`src/rtl/dmem_arbiter.sv`:
```
// Two-master data-memory arbiter: CPU (m0) has fixed priority, loader (m1) may lock bursts.
// Optional starvation guard for m1 is compiled in with `define DMEM_ARB_STARVE_GUARD_EN.
module dmem_arbiter #(
  parameter int ADDR_WIDTH = 16,
  parameter int DATA_WIDTH = 32,
  parameter int MAX_WAIT   = 8
) (
  input  logic                  clk,
  input  logic                  rst,
  input  logic                  m0_req,
  input  logic                  m0_we,
  input  logic [ADDR_WIDTH-1:0] m0_addr,
  input  logic [DATA_WIDTH-1:0] m0_wdata,
  output logic                  m0_gnt,
  output logic                  m0_rvalid,
  output logic [DATA_WIDTH-1:0] m0_rdata,
  output logic                  m0_stall,
  input  logic                  m1_req,
  input  logic                  m1_we,
  input  logic                  m1_lock,
  input  logic [ADDR_WIDTH-1:0] m1_addr,
  input  logic [DATA_WIDTH-1:0] m1_wdata,
  output logic                  m1_gnt,
  output logic                  m1_rvalid,
  output logic [DATA_WIDTH-1:0] m1_rdata,
  output logic                  mem_en,
  output logic                  mem_we,
  output logic [ADDR_WIDTH-1:0] mem_addr,
  output logic [DATA_WIDTH-1:0] mem_wdata,
  input  logic [DATA_WIDTH-1:0] mem_rdata
);

  typedef enum logic {IDLE, LOCKED} state_t;

  state_t state_q, state_d;
  logic   rd_pend_q, rd_pend_d;
  logic   rd_owner_q, rd_owner_d;
  logic   starve;

  if (MAX_WAIT < 1 || MAX_WAIT > 255) begin : g_max_wait_range
    $error("dmem_arbiter: MAX_WAIT must be in 1..255");
  end

`ifdef DMEM_ARB_STARVE_GUARD_EN
  localparam logic [7:0] WAIT_TH = 8'(MAX_WAIT);
  logic [7:0] wait_q, wait_d;

  assign starve = m1_req && (wait_q >= WAIT_TH);

  // Saturating count of cycles m1 has been left waiting
  always_comb begin
    wait_d = wait_q;
    if (m1_gnt)                        wait_d = 8'd0;
    else if (m1_req && wait_q != 8'hFF) wait_d = wait_q + 8'd1;
  end

  always_ff @(posedge clk) begin
    if (rst) wait_q <= 8'd0;
    else     wait_q <= wait_d;
  end
`else
  assign starve = 1'b0;
`endif

  always_comb begin
    m0_gnt     = 1'b0;
    m1_gnt     = 1'b0;
    mem_en     = 1'b0;
    mem_we     = 1'b0;
    mem_addr   = '0;
    mem_wdata  = '0;
    if (!rst) begin
      // A lock only holds while m1 keeps both req and lock; otherwise fall back to IDLE rules
      if (state_q == LOCKED && m1_req && m1_lock) m1_gnt = 1'b1;
      else if (m0_req && !starve)                 m0_gnt = 1'b1;
      else if (m1_req)                            m1_gnt = 1'b1;
    end
    if (m0_gnt) begin
      mem_en    = 1'b1;
      mem_we    = m0_we;
      mem_addr  = m0_addr;
      mem_wdata = m0_wdata;
    end else if (m1_gnt) begin
      mem_en    = 1'b1;
      mem_we    = m1_we;
      mem_addr  = m1_addr;
      mem_wdata = m1_wdata;
    end
    state_d    = (m1_gnt && m1_lock) ? LOCKED : IDLE;
    rd_pend_d  = mem_en && !mem_we;
    rd_owner_d = m1_gnt;
  end

  always_ff @(posedge clk) begin
    if (rst) begin
      state_q    <= IDLE;
      rd_pend_q  <= 1'b0;
      rd_owner_q <= 1'b0;
    end else begin
      state_q    <= state_d;
      rd_pend_q  <= rd_pend_d;
      rd_owner_q <= rd_owner_d;
    end
  end

  // Read data returns one cycle after the grant; reset in that cycle drops it
  assign m0_rvalid = rd_pend_q && !rd_owner_q && !rst;
  assign m1_rvalid = rd_pend_q &&  rd_owner_q && !rst;
  assign m0_rdata  = m0_rvalid ? mem_rdata : '0;
  assign m1_rdata  = m1_rvalid ? mem_rdata : '0;
  assign m0_stall  = m0_req && !m0_gnt && !rst;

endmodule
```
`config.mk`:
```
export PLATFORM = sky130hd
export DESIGN_NAME = dmem_arbiter
export DESIGN_NICKNAME = d
export VERILOG_FILES = /design/src/rtl/dmem_arbiter.sv
export SDC_FILE = /design/constraint.sdc
export NUM_CORES = 1
export LEC_CHECK = 0
export BUFFER_PORTS_ARGS = -buffer_cell sky130_fd_sc_hd__buf_4
export CAP_MARGIN = 10
export CORE_AREA = 2 2 99 101
export DETAILED_ROUTE_END_ITERATION = 8
export DIE_AREA = 0 0 101 103
export PLACE_DENSITY = 0.52
export SLEW_MARGIN = 20
export SYNTH_ARGS = -nofsm -noshare
export SYNTH_HDL_FRONTEND = slang
export SYNTH_SLANG_ARGS = --single-unit
```
`constraint.sdc`:
```
create_clock -name clk -period 2.4 [get_ports clk]
set_input_delay 0.72 -clock clk [delete_from_list [all_inputs] [get_ports clk]]
set_output_delay 0.72 -clock clk [all_outputs]
set_load 0.02 [all_outputs]
```
# After elaboration in Yosys (flattened, before gate mapping)
# Index checks and enable logic that the tools add are counted.
dict set report op_classes {
  mux 18
  reduce_logical 14
}
# operator n
set op_table {}
lappend op_table {{$mux 32} 4}
lappend op_table {{$mux 16} 2}
lappend op_table {{$mux 1} 12}
lappend op_table {{$logic_and 1x1->1} 10}
lappend op_table {{$logic_not 1->1} 4}
dict set report word_totals {
  ff_bits 3
  input_bits 135
  out_inout_bits 119
  word_cells 35
}

# Longest topological paths before layout
# Gate-level depths: netlist of the first run.
dict set report depth {
  ltp_word 8
  mapped_depth 4
  mapped_depth_nobuf 3
}

# Least setup slack after synthesis of the first run
# OpenSTA, ideal clock, no wires.
dict set report synth_path {
  path_type {input to output}
  start {input port m0_req}
  end {output port mem_addr[10]}
  t_arrival_ns 1.631
  t_required_ns 1.680
  path_slack_ns 0.049
  path_stages 4
  path_buffers 1
  cell_sequence {inv_2 > a311oi_4 > buf_6 > a22o_1}
}
dict set report synth_between {
  word_cells_on_any_way 8
  classes_between {8 x mux}
}
# item line_no
set synth_lines {}
lappend synth_lines {{start: declaration} 10} ;# input logic m0_req,
lappend synth_lines {{$mux 1} 75} ;# else if (m0_req && !starve) m0_gnt = 1'b1;
lappend synth_lines {{$mux 1} 74} ;# if (state_q == LOCKED && m1_req && m1_lock) m1_gnt = 1'b1;
lappend synth_lines {{$mux 1} 72} ;# if (!rst) begin
lappend synth_lines {{named net m0_gnt} 14} ;# output logic m0_gnt,
lappend synth_lines {{$mux 16} 78} ;# if (m0_gnt) begin
lappend synth_lines {{end: declaration} 28} ;# output logic [ADDR_WIDTH-1:0] mem_addr,
# The timed path passes the listed nets, and every way through them passes these cells.

# Worst setup path in the final report of the first run
dict set report layout_path {
  start {input port rst}
  end {output port mem_wdata[19]}
}
dict set report layout_between {
  elab_chain_cells 3
  word_cells_on_any_way 4
  classes_between {4 x mux}
}
# item line_no
set layout_rtl {}
lappend layout_rtl {{start: declaration} 9} ;# input logic rst,
lappend layout_rtl {{$mux 1} 72}
lappend layout_rtl {{$mux 32} 83} ;# end else if (m1_gnt) begin
lappend layout_rtl {{$mux 32 (*)} 78}
lappend layout_rtl {{end: declaration} 29} ;# output logic [DATA_WIDTH-1:0] mem_wdata,
# Mark *: on every way between the ends. The rest lies on a longest branch, timed or not.

==> results of run 1 <==
-- layout make-up --
cell class                 count  area [um2]  share of cell area
inverter                       2        7.51             0.00188
tap                          114         143              0.0358
multi-input combinational    125        1040               0.262
timing repair buffer         276        2690               0.674
clock buffer                   4        45.0              0.0113
sequential                     3        60.1              0.0151
-- Yosys cell counts --
cell type / n
buf_2: 6
a22o_2: 2
a311oi_4: 1
dfxtp_1: 3
a22o_1: 47
and3b_1: 1
clkbuf_1: 5
a21oi_2: 1
inv_1: 1
or2_2: 1
a221oi_1: 1
nand2_1: 1
and2_1: 65
nand2b_1: 1
a21oi_1: 1
buf_6: 5
nor3b_1: 1
nor3_1: 1
inv_2: 1
nor2_1: 1
-- registers in the layout (all words and copies together) (netlist names) --
register / count
rd_owner_q: 1
state_q: 1
rd_pend_q: 1
-- critical path: cells and delay by family --
kind            cells  cell delay, ns
buf+inv             4            0.62
compound gates      2            0.42
-- how the worst max path moves through the flow --
stage | start | end | slack [ns] | cells after the start
floorplan | m0_req | mem_addr[10] | 0.05 | 4
global placement | m0_req | mem_wdata[24] | -0.07 | 6
detailed placement | rst | mem_addr[1] | -0.09 | 6
CTS | m0_req | mem_wdata[0] | -0.09 | 7
global route | rst | mem_wdata[4] | -0.14 | 6
finish | rst | mem_wdata[19] | -0.09 | 6
-- routing by layer --
| layer | up-vias | part of all wire | routed length [um] | GRT usage |
|---|---|---|---|---|
| met2 | 140 | 0.55 | 4740 | 0.243 |
| met5 | - | 0.0018 | 16 | 0 |
| li1 | 1062 | - | - | - |
| met1 | 1014 | 0.36 | 3150 | 0.133 |
| met3 | 8 | 0.082 | 711 | 0.0353 |
| met4 | 2 | 0.0060 | 52 | 0.0187 |
-- kinds of logic (layout without fill, tap and decap cells) --
kind of cell,after synthesis,in the layout,synth area share
AND/OR/NAND/NOR,72,72,0.407
AO/OA/AOI/OAI,53,53,0.436
buffers and inverters,18,282,0.102
flip-flops,3,3,0.0545
-- repair_timing --
item / in CTS / in global routing
setup buffers: 2 / 2
resized for setup: 54 / 88
pin swaps: 2 / 45
setup endpoints to repair: 100 / 113
gates cloned: 3 / 8
-- metrics by stage --
step / util / hold slack (ns) / cell area, um2 / instances / worst slack (ns)
after floorplan: - / 0.544 / 1100 / 146 / 0.0489
after global placement: 0.334 / 0.722 / 3160 / 505 / -0.0724
after detailed placement: 0.334 / 0.723 / 3160 / 505 / -0.0920
after CTS: 0.371 / 0.710 / 3510 / 514 / -0.0863
after global routing: 0.422 / 0.729 / 3990 / 524 / -0.144
final: 0.422 / 0.716 / 3990 / 524 / -0.0935
-- report_power, final --
| group | leakage [uW] | total (uW) | internal [uW] | switching (uW) |
|---|---|---|---|---|
| Combinational | 0.00202 | 677 | 406 | 271 |
| Sequential | 0.0000247 | 54.6 | 52.8 | 1.85 |
| Clock | 0.0000228 | 146 | 113 | 33.2 |
| Total | 0.00207 | 878 | 572 | 306 |
==> results by group, run 1 <==
Status
  – Status: complete, but fails checks
  – Failing checks: negative setup slack

Synth
  – Synth area leaders: a22o_1 (37%), and2_1 (37%), dfxtp_1 (5.5%), buf_6 (5.1%), buf_2 (2.7%)
  – Yosys reg bits: 3
  – Mapped Area: 1100 um2
  – Cell variety after synth: 20
  – Synth top area share: 0.374
  – Ys Warns: 0
  – Register area share after synthesis: 0.0545
  – Syn_area_per_cell: 7.54 um2
  – Area leader, netlist: a22o_1
  – Cells after Synth: 146
  – Synthesized net count: 281

Pwr
  – VDD IR max: 0.0000819 V
  – Overall Power: 878 uW
  – Leakage power: 0.00207 uW
  – Cell Pwr Density: 220 nW/um2

Timing
  – Final setup margin: -0.0935 ns
  – RSZ-0062 raised after global routing: true
  – Final Cycle Share: 1.04
  – Setup violators final: 72
  – Highest clock rate: 0.401 GHz
  – Hold Violations, Final: 0
  – Min Clock Period, post-route: 2.49 ns
  – Final setup TNS: -3.95 ns
  – Final Slew Violations: 0
  – Worst Skew: 0.00373 ns
  – Worst slew pin tran: 0.251 ns
  – Worst rel slew slack: 0.833

CTS
  – Clock transition at path regs: 0.03 ns
  – H-Tree Depth: 1
  – Total CTS buffers: 3
  – CTS tree: done
  – Hold Buf Count CTS: 0
  – Clock tree buffer depth: 2
  – # clock sinks: 3
  – Clk Latency, worst-skew pair: 0.22 ns
  – Clk root buf: clkbuf_8

Min path
  – Hold path startpoint: m0_we
  – Hold path cells: 2
  – HP Class: in -> reg
  – Hold worst-path end: rd_pend_q$_SDFF_PP0_

GRT
  – GRT Residual Overflow: 0
  – Overall routing resource usage: 0.124
  – First-pass GRT wire length: 10000 um
  – Largest net degree at the start of global routing: 34
  – Vias in the first global route: 1973
  – Initial antenna violation count: 1

Critical path
  – Startpoint class of the critical path: input port
  – Reg-to-reg slack, setup: 1.14 ns
  – WP data arrival: 1.77 ns
  – Worst endpoint required time: 1.68 ns
  – CP max-delay cell: a311oi_4
  – Crit-path most repeated cell: buf_8
  – Crit end category: output port
  – R2R Path End: rd_pend_q$_SDFF_PP0_
  – R2r startpoint: state_q$_SDFF_PP0_
  – Cell Chain, Critical Path: buf_8, a311oi_4, buf_8, clkbuf_16, a22o_1, buf_6
  – Worst reg2reg path depth: 4
  – WS Path Type: in -> out
  – Slowest cell delay on critical path: 0.27 ns
  – Critical Path Fanout Max: 8

Final layout
  – Fin nets: 546
  – Most common cell after layout, fill and taps aside: buf_4
  – Ant. Diodes: 0
  – Area grow syn2layout: 262%
  – Commonest cells after routing, fill and taps aside: buf_4 (159), buf_6 (102), a22o_1 (47)
  – Layout cells sized above 1: 0.780
  – Fill count: 894

Detailed routing
  – DRT iter0 DRCs: 30
  – Post-DRT Antenna Nets: 0
  – Detailed-route DRC error count: 0
  – DR WL/cell: 16.5 um
  – Total Wirelength: 8670 um
  – Vias: 2226
  – Vias per cell: 4.25
  – DRT Pass-1 Iters: 4

Run
  – Max-cap violations: 0

Floorplan
  – Die Y: 103 um
  – Starting Density: 0.116
  – Die ar.: 10400 um2
  – CORE AREA: 9460 um2
  – Die width: 101 um
  – Row count: 36
  – Io pins: 254

Placement
  – GP Congestion: 0.770
  – Post-DP HPWL: 5700 um
  – Port bufs: 253
Power figures use the tool's default switching activity.
==> inputs of run 2 (changes only) <==
ABC_AREA = 1   (was unset)
CORE_AREA = 2 2 100 102   (was 2 2 99 101)
DIE_AREA = 0 0 102 104   (was 0 0 101 103)
PLACE_DENSITY = 0.57   (was 0.52)
clock period = 2.9 ns   (was 2.4 ns; I/O delays follow)
==> results by group, run 2 <==
Status
  – Status: finished, final reports clean

Critical path
  – Startpoint class of the critical path: input port
  – WP data arrival: 1.85 ns
  – WS Path Type: in -> out
  – Critical Path Fanout Max: 49
  – Worst endpoint required time: 2.03 ns
  – Crit end category: output port
  – Cell Chain, Critical Path: buf_4, nor2_2, nand2_2, inv_2, buf_12, nand2_1, nand2_1, buf_4
  – CP max-delay cell: buf_12
  – Slowest cell delay on critical path: 0.19 ns

Final layout
  – Area of the multi-input gates: 858 um2
  – Fill count: 1070
  – Commonest cells after routing, fill and taps aside: buf_4 (254), nand2_1 (149), nor2_1 (68)
  – Most common cell after layout, fill and taps aside: buf_4
  – Final Instance Count excl. Fillers: 666
  – Area grow syn2layout: 177%
  – Reg area: 60.1 um2
  – Fin nets: 669
  – Layout cells sized above 1: 0.499
  – Ant. Diodes: 0
  – Largest regs: rd_owner_q x1, rd_pend_q x1, state_q x1

Pwr
  – Overall Power: 611 uW
  – VDD IR max: 0.0000909 V
  – Leakage power: 0.00218 uW
  – Cell Pwr Density: 186 nW/um2

GRT
  – First-pass GRT wire length: 9760 um
  – Vias in the first global route: 2191
  – Overall routing resource usage: 0.111
  – GRT Residual Overflow: 0
  – Initial antenna violation count: 0
  – Largest net degree at the start of global routing: 50

Timing
  – Final setup TNS: 0 ns
  – RSZ-0062 raised after global routing: false
  – Hold slack: 0.617 ns
  – Worst rel slew slack: 0.774
  – Hold Violations, Final: 0
  – Final Cycle Share: 0.937
  – Worst Skew: 0.000737 ns
  – Setup violators final: 0
  – Final Slew Violations: 0
  – Final setup margin: 0.183 ns
  – Worst slew pin tran: 0.339 ns
  – Highest clock rate: 0.368 GHz
  – Min Clock Period, post-route: 2.72 ns

Synth
  – Top-count cell post-synth: nand2_1
  – Synth area leaders: nand2_1 (47%), nor2_1 (22%), inv_1 (13%), buf_2 (5.1%), dfxtp_1 (5.1%)
  – Synthesized net count: 422
  – Synth top area share: 0.472
  – Cells after Synth: 287
  – Cell variety after synth: 11
  – Register area share after synthesis: 0.0507
  – Mapped Area: 1180 um2
  – Syn_area_per_cell: 4.13 um2
  – Post-synth EDFFs: 0
  – Synth top cells by count: nand2_1 (149), nor2_1 (68), inv_1 (41)
  – Synth async-reset ratio: 0
  – Yosys reg bits: 3
  – Area leader, netlist: nand2_1
  – Ys Warns: 0
  – Synth Flop Type: dfxtp_1

CTS
  – Clock tree buffer depth: 2
  – CTS-repair resized insts: 0
  – Total CTS buffers: 3
  – Clk root buf: clkbuf_8
  – H-Tree Depth: 1
  – CTS tree: done
  – # clock sinks: 3
  – Clock transition at path regs: 0.03 ns
  – Clk Latency, worst-skew pair: 0.21 ns
  – Post-CTS setup buffer count: 0
  – Hold Buf Count CTS: 0

Detailed routing
  – DRT iter0 DRCs: 77
  – DRT Pass-1 Iters: 4
  – Total Wirelength: 6760 um
  – Post-DRT Antenna Nets: 0
  – Vias per cell: 3.74
  – DR WL/cell: 10.2 um
  – Vias: 2489
  – Detailed-route DRC error count: 0

Floorplan
  – Io pins: 254
  – CORE AREA: 9550 um2
  – Die Y: 104 um
  – Starting Density: 0.124
  – Die ar.: 10600 um2
  – Die width: 102 um
  – Row count: 36

Placement
  – Port bufs: 253
  – Placed Cells: 662
  – DP Worst Slack: 0.182 ns
  – Post-DP HPWL: 5870 um
  – GP Congestion: 0.874

Run
  – Max-cap violations: 0

Min path
  – HP Class: reg -> reg
==> run 2: cell count changes after synthesis, moves of 2 or more <==
| cell | previous run | this run |
|---|---|---|
| and2_1 | 65 | 0 |
| buf_2 | 6 | 12 |
| nand3_1 | 0 | 4 |
| nand2_1 | 1 | 149 |
| inv_1 | 1 | 41 |
| a22o_2 | 2 | 0 |
| nor2_2 | 0 | 2 |
| clkbuf_1 | 5 | 0 |
| nor2_1 | 1 | 68 |
| a22o_1 | 47 | 0 |
==> run 2: critical path, delay by kind of cell <==
family                 cells  cell delay, ns
AND/OR/NAND/NOR            4            0.40
buffers and inverters      4            0.53
==> run 2: final cells by class <==
class                           count  area share
Inverter                           43      0.0492
Tap cell                          133      0.0508
Sequential cell                     3      0.0183
Multi-Input combinational cell    225       0.262
Clock buffer                        4      0.0137
Timing Repair Buffer              258       0.606
==> run 2: worst paths after layout <==
path / from / endpoint / slack [ns] / cells after the start
setup / recovery: rst / mem_wdata[30] / 0.18 / 8
hold / removal: state_q$_SDFF_PP0_ / rd_owner_q$_SDFF_PP0_ / 0.62 / 4
setup reg to reg: state_q$_SDFF_PP0_ / rd_pend_q$_SDFF_PP0_ / 2.10 / 5
hold reg to reg: state_q$_SDFF_PP0_ / rd_owner_q$_SDFF_PP0_ / 0.62 / 4
==> run 2: report_power, final <==
group | switching, uW | total, uW | internal, uW
sequential | 1.05 | 44.9 | 43.9
clock | 25.7 | 119 | 93.6
combinational | 214 | 446 | 232
==> run 2: per-stage QoR <==
stage | area (um2) | util
detailed placement | 3230 | 0.339
global placement | 3230 | 0.339
CTS | 3280 | 0.343
global route | 3280 | 0.343
floorplan | 1180 | -
finish | 3280 | 0.343
==> run 2: per-layer routing <==
| metal | vias to the layer above | track usage | part of all wire |
|---|---|---|---|
| met4 | 0 | 0.0267 | 0.0090 |
| met5 | - | 0 | 0 |
| li1 | 1298 | - | - |
| met1 | 1032 | 0.107 | 0.33 |
| met2 | 155 | 0.233 | 0.54 |
| met3 | 4 | 0.0181 | 0.12 |
==> run 2: cells by family (layout without fill, tap and decap cells) <==
kind of cell / count (synthesis) / in the layout / synth area share
AND/OR/NAND/NOR: 225 / 225 / 0.724
buffers and inverters: 59 / 305 / 0.225
flip-flops: 3 / 3 / 0.0507
==> inputs of run 3 (changes only) <==
ABC_AREA = unset   (was 1)
CORE_AREA = 2 2 98 100   (was 2 2 100 102)
DIE_AREA = 0 0 100 102   (was 0 0 102 104)
GPL_ROUTABILITY_DRIVEN = 0   (was unset)
==> results by group, run 3 (synthesized netlist as in run 1, its figures left out) <==
Detailed routing
  – Vias: 2081
  – Total Wirelength: 6450 um
  – DR WL/cell: 12.7 um
  – Detailed-route DRC error count: 0
  – Post-DRT Antenna Nets: 0
  – DRT Pass-1 Iters: 4
  – DRT iter0 DRCs: 44
  – Vias per cell: 4.11

Critical path
  – R2R Path End: rd_pend_q$_SDFF_PP0_
  – Worst reg2reg path depth: 4
  – Worst endpoint required time: 2.03 ns
  – WP data arrival: 1.95 ns
  – Startpoint class of the critical path: input port
  – Reg-to-reg slack, setup: 1.68 ns
  – R2r startpoint: state_q$_SDFF_PP0_
  – Crit end category: output port
  – WS Path Type: in -> out
  – Critical Path Fanout Max: 30

Pwr
  – Comb pwr share: 0.725
  – Power share of the clock group: 0.200
  – Overall Power: 600 uW
  – Switching part of the total: 0.357
  – Net load switching power: 214 uW
  – Leakage power: 0.00179 uW
  – Int Power: 386 uW
  – Cell Pwr Density: 187 nW/um2
  – Sequential share of power: 0.075
  – VDD IR max: 0.0000853 V

Final layout
  – Area grow syn2layout: 191%
  – Fill count: 931
  – Ant. Diodes: 0
  – Fin nets: 531
  – Most common cell after layout, fill and taps aside: buf_4
  – Core Util, Final: 0.352
  – Layout cells sized above 1: 0.689
  – Commonest cells after routing, fill and taps aside: buf_4 (256), and2_1 (65), a22o_1 (47)
  – Largest regs: rd_owner_q x1, rd_pend_q x1, state_q x1

CTS
  – Clk root buf: clkbuf_8
  – CTS-repair resized insts: 0
  – Post-CTS setup buffer count: 0
  – CTS tree: done
  – Total CTS buffers: 3
  – Hold Buf Count CTS: 0
  – Clock tree buffer depth: 2
  – Clock transition at path regs: 0.03 ns
  – Clk Latency, worst-skew pair: 0.21 ns
  – # clock sinks: 3
  – H-Tree Depth: 1

Floorplan
  – Io pins: 254
  – Starting Density: 0.121
  – Row count: 35
  – Die ar.: 10200 um2
  – Die width: 100 um
  – Die Y: 102 um
  – CORE AREA: 9110 um2

Timing
  – RSZ-0062 raised after global routing: false
  – Worst slew pin tran: 0.363 ns
  – Final Slew Violations: 0
  – Min Clock Period, post-route: 2.82 ns
  – Worst rel slew slack: 0.759
  – Final setup TNS: 0 ns
  – Final Cycle Share: 0.971
  – Worst Skew: 0.000997 ns
  – Highest clock rate: 0.355 GHz
  – Setup violators final: 0
  – Hold Violations, Final: 0

Min path
  – Hold worst-path end: rd_owner_q$_SDFF_PP0_
  – Hold path startpoint: state_q$_SDFF_PP0_
  – Hold path cells: 2
  – HP Class: reg -> reg

Run
  – Max-cap violations: 0

GRT
  – Overall routing resource usage: 0.107
  – Largest net degree at the start of global routing: 34
  – First-pass GRT wire length: 8850 um
  – Initial antenna violation count: 0
  – Vias in the first global route: 1868
  – GRT Residual Overflow: 0

Placement
  – Port bufs: 253
  – Post-DP HPWL: 5600 um

Status
  – Status: finished, final reports clean
==> run 3: cell types whose count changed in the layout (fill, tap and decap cells not counted), sizes merged, moves of 2 or more <==
cell	previous run	this run
and2	0	65
nand3	4	0
nand2	150	1
nor2	70	1
a22o	0	49
inv	43	2
a21oi	0	2
buf	258	261
==> run 3: worst max path at each step <==
stage	start	end	cells past startpoint
after floorplan	m0_req	mem_addr[10]	4
after global placement	rst	mem_wdata[16]	6
after detailed placement	rst	mem_wdata[16]	6
after CTS	rst	mem_wdata[16]	6
after global routing	rst	mem_wdata[17]	6
final	m0_req	mem_addr[13]	6
==> run 3: metal layers <==
layer	global-route usage	vias to the layer above	share of wire
met5	0	-	0
met4	0.0190	0	0.0047
met1	0.104	908	0.33
li1	-	1028	-
met3	0.0287	2	0.11
met2	0.227	143	0.56
==> run 3: layout make-up <==
cell class                      count  area, um2  area share
Tap cell                          111        139      0.0433
Multi-Input combinational cell    125        943       0.294
Sequential cell                     3       60.1      0.0187
Clock buffer                        4       45.0      0.0140
Inverter                            2       7.51     0.00234
Timing Repair Buffer              261       2010       0.628
==> run 3: power by group through the flow <==
stage                     clock [uW]  combinational [uW]  sequential [uW]
after floorplan                    0                 176             45.0
after global placement             0                 435             45.2
after detailed placement           0                 439             45.3
after CTS                        124                 440             44.8
after global routing             128                 463             44.9
final                            120                 435             44.7
==> run 3: critical path: stages <==
cell and delay, ns:
buf_4 0.11, inv_2 0.05, a311oi_4 0.38, buf_12 0.23
a22o_1 0.16, buf_4 0.14
==> run 3: per-stage QoR <==
step | setup WS, ns | cell area (um2) | hold WS (ns) | std cells
final | 0.0837 | 3210 | 0.619 | 506
after global routing | 0.0117 | 3210 | 0.651 | 506
after CTS | 0.0290 | 3200 | 0.629 | 506
after detailed placement | 0.0327 | 3160 | 0.615 | 502
after global placement | 0.0504 | 3160 | 0.610 | 502
after floorplan | 0.249 | 1100 | 0.544 | 146
